[config.mk]
export PLATFORM = sky130hd
export DESIGN_NAME = div_seq
export DESIGN_NICKNAME = d
export VERILOG_FILES = /design/src/rtl/div_pkg.sv /design/src/rtl/div_step.sv /design/src/rtl/div_seq.sv
export SDC_FILE = /design/constraint.sdc
export NUM_CORES = 1
export LEC_CHECK = 0
export ABC_AREA = 1
export CAP_MARGIN = 5
export CORE_ASPECT_RATIO = 0.6
export CORE_UTILIZATION = 29
export CTS_BUF_LIST = sky130_fd_sc_hd__clkbuf_8
export DETAILED_ROUTE_END_ITERATION = 8
export GPL_TIMING_DRIVEN = 1
export HOLD_SLACK_MARGIN = 0.1
export PLACE_DENSITY_LB_ADDON = 0.2
export SLEW_MARGIN = 20
export SYNTH_ARGS = -nofsm -noshare
export SYNTH_HDL_FRONTEND = slang
export SYNTH_SLANG_ARGS = --single-unit
[constraint.sdc]
create_clock -name clk -period 3.7 [get_ports clk]
set_input_delay 0.37 -clock clk [delete_from_list [all_inputs] [get_ports clk]]
set_output_delay 0.37 -clock clk [all_outputs]
set_load 0.01 [all_outputs]
[src/rtl/div_pkg.sv]
// Shared definitions for the multi-cycle divider: state encoding, default
// operand width, step-counter width and the execute-stage aluop codes.
package div_pkg;

  localparam int DIV_WIDTH = 32;
  localparam int DIV_CNT_W = $clog2(DIV_WIDTH) + 1;

  // aluop codes decoded for div / divu
  localparam logic [7:0] EXE_DIV_OP  = 8'b0001_1010;
  localparam logic [7:0] EXE_DIVU_OP = 8'b0001_1011;

  typedef enum logic [1:0] {
    IDLE   = 2'd0,
    BYZERO = 2'd1,
    ON     = 2'd2,
    END    = 2'd3
  } div_state_t;

endpackage

[src/rtl/div_step.sv]
// One radix-2 restoring division step: shift the next dividend bit into the
// partial remainder and subtract the divisor if it fits.
module div_step #(
  parameter int WIDTH = 32
) (
  input  logic [WIDTH-1:0] rem_i,
  input  logic             bit_i,
  input  logic [WIDTH-1:0] divisor_i,
  output logic [WIDTH-1:0] rem_o,
  output logic             q_o
);

  logic [WIDTH:0]   shifted;
  logic             no_borrow;
  logic [WIDTH-1:0] diff;

  // rem < divisor on entry, so a successful difference always fits in WIDTH
  // bits and the low bits of a modular subtraction are exact.
  always_comb begin
    shifted   = {rem_i, bit_i};
    no_borrow = (shifted >= {1'b0, divisor_i});
    diff      = shifted[WIDTH-1:0] - divisor_i;
    q_o       = no_borrow;
    rem_o     = no_borrow ? diff : shifted[WIDTH-1:0];
  end

endmodule

[src/rtl/div_seq.sv]
// Multi-cycle divider sequencer for MIPS div/divu: one quotient bit per clock,
// result = {remainder, quotient}. Optional build macro DIV_EARLY_EXIT_EN
// finishes immediately when the dividend magnitude is below the divisor's.
module div_seq
  import div_pkg::*;
#(
  parameter int WIDTH = DIV_WIDTH
) (
  input  logic               clk,
  input  logic               rst,
  input  logic               signed_div_i,
  input  logic [WIDTH-1:0]   opdata1_i,
  input  logic [WIDTH-1:0]   opdata2_i,
  input  logic               start_i,
  input  logic               annul_i,
  output logic [2*WIDTH-1:0] result_o,
  output logic               ready_o,
  output logic               busy_o
);

  localparam int CNT_W = $clog2(WIDTH) + 1;

  div_state_t         state_q, state_d;
  logic [CNT_W-1:0]   cnt_q, cnt_d;
  logic [WIDTH-1:0]   dq_q, dq_d;      // dividend bits shifted out, quotient bits shifted in
  logic [WIDTH-1:0]   rem_q, rem_d;
  logic [WIDTH-1:0]   dvs_q, dvs_d;
  logic               neg_quot_q, neg_quot_d;
  logic               neg_rem_q, neg_rem_d;
  logic [2*WIDTH-1:0] result_q, result_d;
  logic               ready_q, ready_d;

  logic [WIDTH-1:0]   dvd_mag, dvs_mag;
  logic               req, divisor_zero, early_exit, last_step;
  logic [WIDTH-1:0]   step_rem, q_new, q_fix, r_fix;
  logic               step_q;

  assign req          = start_i & ~annul_i;
  assign divisor_zero = (opdata2_i == '0);
  assign dvd_mag      = (signed_div_i && opdata1_i[WIDTH-1]) ? -opdata1_i : opdata1_i;
  assign dvs_mag      = (signed_div_i && opdata2_i[WIDTH-1]) ? -opdata2_i : opdata2_i;
`ifdef DIV_EARLY_EXIT_EN
  assign early_exit   = (dvd_mag < dvs_mag);
`else
  assign early_exit   = 1'b0;
`endif

  div_step #(.WIDTH(WIDTH)) u_step (
    .rem_i     (rem_q),
    .bit_i     (dq_q[WIDTH-1]),
    .divisor_i (dvs_q),
    .rem_o     (step_rem),
    .q_o       (step_q)
  );

  assign q_new     = {dq_q[WIDTH-2:0], step_q};
  assign last_step = (cnt_q == CNT_W'(WIDTH - 1));
  assign q_fix     = neg_quot_q ? -q_new : q_new;
  assign r_fix     = neg_rem_q ? -step_rem : step_rem;

  // state register
  always_ff @(posedge clk) begin
    if (rst) state_q <= IDLE;
    else     state_q <= state_d;
  end

  // next-state logic; annul wins over everything in the active states
  always_comb begin
    state_d = state_q;
    case (state_q)
      IDLE: begin
        if (req) begin
          if (divisor_zero)    state_d = BYZERO;
          else if (early_exit) state_d = END;
          else                 state_d = ON;
        end
      end
      BYZERO:  state_d = annul_i ? IDLE : END;
      ON: begin
        if (annul_i)        state_d = IDLE;
        else if (last_step) state_d = END;
      end
      END:     if (!start_i || annul_i) state_d = IDLE;
      default: state_d = IDLE;
    endcase
  end

  // datapath and output updates per state
  always_comb begin
    cnt_d      = cnt_q;
    dq_d       = dq_q;
    rem_d      = rem_q;
    dvs_d      = dvs_q;
    neg_quot_d = neg_quot_q;
    neg_rem_d  = neg_rem_q;
    result_d   = result_q;
    ready_d    = ready_q;
    case (state_q)
      IDLE: begin
        if (req && !divisor_zero) begin
          cnt_d      = '0;
          dq_d       = dvd_mag;
          rem_d      = '0;
          dvs_d      = dvs_mag;
          neg_quot_d = signed_div_i & (opdata1_i[WIDTH-1] ^ opdata2_i[WIDTH-1]);
          neg_rem_d  = signed_div_i & opdata1_i[WIDTH-1];
          if (early_exit) begin
            result_d = {opdata1_i, {WIDTH{1'b0}}};
            ready_d  = 1'b1;
          end
        end
      end
      BYZERO: begin
        if (!annul_i) begin
          result_d = '0;
          ready_d  = 1'b1;
        end
      end
      ON: begin
        if (!annul_i) begin
          cnt_d = cnt_q + CNT_W'(1);
          dq_d  = q_new;
          rem_d = step_rem;
          if (last_step) begin
            result_d = {r_fix, q_fix};
            ready_d  = 1'b1;
          end
        end
      end
      END: begin
        if (!start_i || annul_i) begin
          result_d = '0;
          ready_d  = 1'b0;
        end
      end
      default: begin
        result_d = '0;
        ready_d  = 1'b0;
      end
    endcase
  end

  // datapath registers
  always_ff @(posedge clk) begin
    if (rst) begin
      cnt_q      <= '0;
      dq_q       <= '0;
      rem_q      <= '0;
      dvs_q      <= '0;
      neg_quot_q <= 1'b0;
      neg_rem_q  <= 1'b0;
      result_q   <= '0;
      ready_q    <= 1'b0;
    end else begin
      cnt_q      <= cnt_d;
      dq_q       <= dq_d;
      rem_q      <= rem_d;
      dvs_q      <= dvs_d;
      neg_quot_q <= neg_quot_d;
      neg_rem_q  <= neg_rem_d;
      result_q   <= result_d;
      ready_q    <= ready_d;
    end
  end

  assign result_o = result_q;
  assign ready_o  = ready_q;
  assign busy_o   = (state_q == ON) || (state_q == BYZERO);

endmodule

==> results.yml <==
sta:
  setup_viol: 0
  skew_ns: 0.01488
  setup_ws_ns: 0.1224
  tightest_slew_ns: 0.8183
  max_freq_mhz: 279.5
  relSlewSlack: 0.4545
  rsz0062_at_grt: "yes"
  hold_violations: 0
  slew_viol_final: 0
  period_needed_ns: 3.578
  finalCritPeriodShare: 0.9669
  whs_ns: 0.4679
grt:
  grt_pass1_vias: 12170
  antenna_found_initial: 1
  overflow: 0
  grt_max_degree: 66
  grt_use_total: 0.2283
  grt_pass1_wl_um: 75320
power_and_ir_drop:
  p_switching_w: 0.004660
  p_clk_frac: 0.150
  power_frac_comb: 0.611
  p_sw_frac: 0.4970
  total_power_w: 0.009377
  p_int_w: 0.004717
  power_leakage_nw: 6.995
  powerDensity_mw_per_mm2: 589.4
  ir_worst_vdd_mv: 0.3089
  seq_power_share: 0.239
logic_synthesis:
  synth_area_leaders: "dfxtp_1 28%, nand2_1 19%, a21oi_1 7.3%"
  synth_largest_area_cell: "dfxtp_1"
  syn_nets: 2124
  syn_inst: 2013
  syn_avg_cell_area_um2: 6.171
  netlist_area_mm2: 0.01242
  yosys_warnings: 0
  yosys_register_bits: 171
  async_flop_share: 0
  synth_edf_count: 0
  ys_seq_area_frac: 0.2756
  synth_top_area_share: 0.2756
  ys_types: 55
  ys.flop_type: "dfxtp_1"
routing:
  drt_iter0_drc: 1398
  drc: 0
  drtPass1Iterations: 6
  post_drt_wl_per_cell_um: 18.42
  vias: 13760
  detail-route-antenna-nets: 0
  vias_per_cell: 4.961
  drt-total-wl_um: 51110
final_layout:
  nFillCells: 4591
  final-seq-area_mm2: 0.003468
  multiInputGateArea_mm2: 0.008263
  fin_nets: 2303
  drive_gt1_frac: 0.1485
  fin_util: 0.3780
  layout_commonest_cell: "nand2_1"
  area_delta_synth_final_pct: 28.06
  final_cell_mix: "595 x nand2_1, 215 x inv_1, 175 x a21oi_1"
placement:
  gp_congestion: 0.9265
  post-place-ws_ns: -0.1858
  hpwl_um: 40870
  portBuffers: 134
clock_tree:
  insertion_delay_ns: 0.50
  cts-buffers-inserted: 17
  cts_sinks: 171
  h-tree-depth: 4
  cts_tree: "done"
  clockRootBuffer: "clkbuf_8"
  clk_pin_slew_ns: 0.10
  ctsLongestPathBuffers: 2
  ctsHoldBuffers: 0
min_path:
  hold_class: "register to register"
setup_path:
  endpoint_kind: "register"
  cp_max_fo: 15
  worstPathRequired_ns: 4.05
  cp_data_arrival_time_ns: 3.93
  path_class: "register to register"
  cp-start-kind: "register"
die:
  die_w_um: 269.2
  std_cell_rows: 58
  die_y_um: 162.3
  die_area_mm2: 0.04370
  pin_count: 135
  core_mm2: 0.04209
  start_util: 0.2952
run:
  cap_viol_max_count: 0
outcome:
  outcome: "finished, final reports clean"
## sequential cells by signal, summed over array words and instances (netlist names)
signal,flops
rem_q,32
state_q,2
dq_q,32
cnt_q,6
neg_rem_q,1
dvs_q,32
result_o,64
neg_quot_q,1
ready_o,1
## cell usage after synthesis (5+ instances only)
library cell	n
a21oi_1	182
a31oi_1	23
buf_1	8
buf_2	8
clkbuf_1	50
dfxtp_1	171
ha_1	41
inv_1	234
inv_2	7
nand2_1	614
nand2_2	22
nand3_1	150
nand3b_1	9
nand4_1	36
nor2_1	152
nor2_2	10
nor2_4	5
nor3_1	28
nor4_1	8
o211ai_1	6
o21ai_0	80
o21bai_1	7
o221ai_1	10
or2_2	17
xnor2_1	23
xor2_1	52
## cell type report
class / count / share of cell area
clock buffer: 17 / 0.01471
tap: 570 / 0.04483
timing repair buffer: 234 / 0.1342
clock inverter: 12 / 0.009674
inverter: 245 / 0.05891
multi-input combinational: 1523 / 0.5194
antenna: 2 / 0.0003146
sequential: 171 / 0.2180
## power groups by stage
stage	Combinational, W	Sequential (W)	Clock, W
after CTS	0.00527	0.00221	0.00145
after detailed placement	0.00523	0.00225	0
final	0.00573	0.00224	0.00141
after global routing	0.00626	0.00226	0.00151
after global placement	0.00525	0.00224	0
after floorplan	0.00337	0.00219	0
## worst max-delay path: stages (launching register included)
cell,delay [ns]
dfxtp_2,0.36
inv_4,0.05
ha_4,0.31
nand2_4,0.07
buf_4,0.13
nor2_2,0.19
nand2_1,0.15
nor4_4,0.26
nand2_4,0.11
nand2_8,0.09
buf_6,0.22
nand2_2,0.08
nand2_2,0.13
ha_1,0.18
inv_1,0.06
nor2_2,0.14
nand3_1,0.13
nand2_2,0.15
nand3_4,0.14
nor2_4,0.19
nand3_1,0.09
nand3_1,0.10
a21oi_1,0.06
## through the flow
step,TNS [ns],std cells,cell area (µm²)
2_1_floorplan,0,2013,12420
3_3_place_gp,-0.1532,2731,14840
3_5_place_dp,-0.6778,2731,14840
4_1_cts,0,2760,15250
5_1_grt,-0.7398,2773,15910
6_report,0,2774,15910
## per-layer routing
| layer | up-vias | routed length, µm | part of all wire | GRT usage |
|---|---|---|---|---|
| met4 | 0 | 284 | 0.0056 | 0.02961 |
| li1 | 6875 | - | - | - |
| met1 | 6391 | 28340 | 0.55 | 0.3793 |
| met2 | 476 | 18040 | 0.35 | 0.2792 |
| met5 | - | 0 | 0 | 0 |
| met3 | 21 | 4445 | 0.087 | 0.06150 |
## what timing repair did
| action | CTS | global route |
|---|---|---|
| setup buffers | 0 | 12 |
| hold endpoints to repair | 0 | 0 |
| gates resized for setup | 6 | 144 |
| cloned | 0 | 0 |
| endpoints found under the setup margin | 7 | 25 |
| pin swaps | 0 | 25 |
## cell families after synthesis
kind of cell / synth area share
flip-flops: 0.2756
buffers and inverters: 0.1011
AO/OA/AOI/OAI: 0.1490
AND/OR/NAND/NOR: 0.3786
XOR/XNOR: 0.05288
adder cells (fa/ha/maj): 0.04290
## path summary, 6_finish.rpt
path                startpoint           end  slack (ns)  cells after the start
setup / recovery     dvs_q[20]  result_o[56]        0.12                     22
hold / removal    result_o[45]  result_o[45]        0.47                      2
setup reg to reg     dvs_q[20]  result_o[56]        0.12                     22
hold reg to reg   result_o[45]  result_o[45]        0.47                      2
No activity file was read; power rests on OpenSTA's default activity.
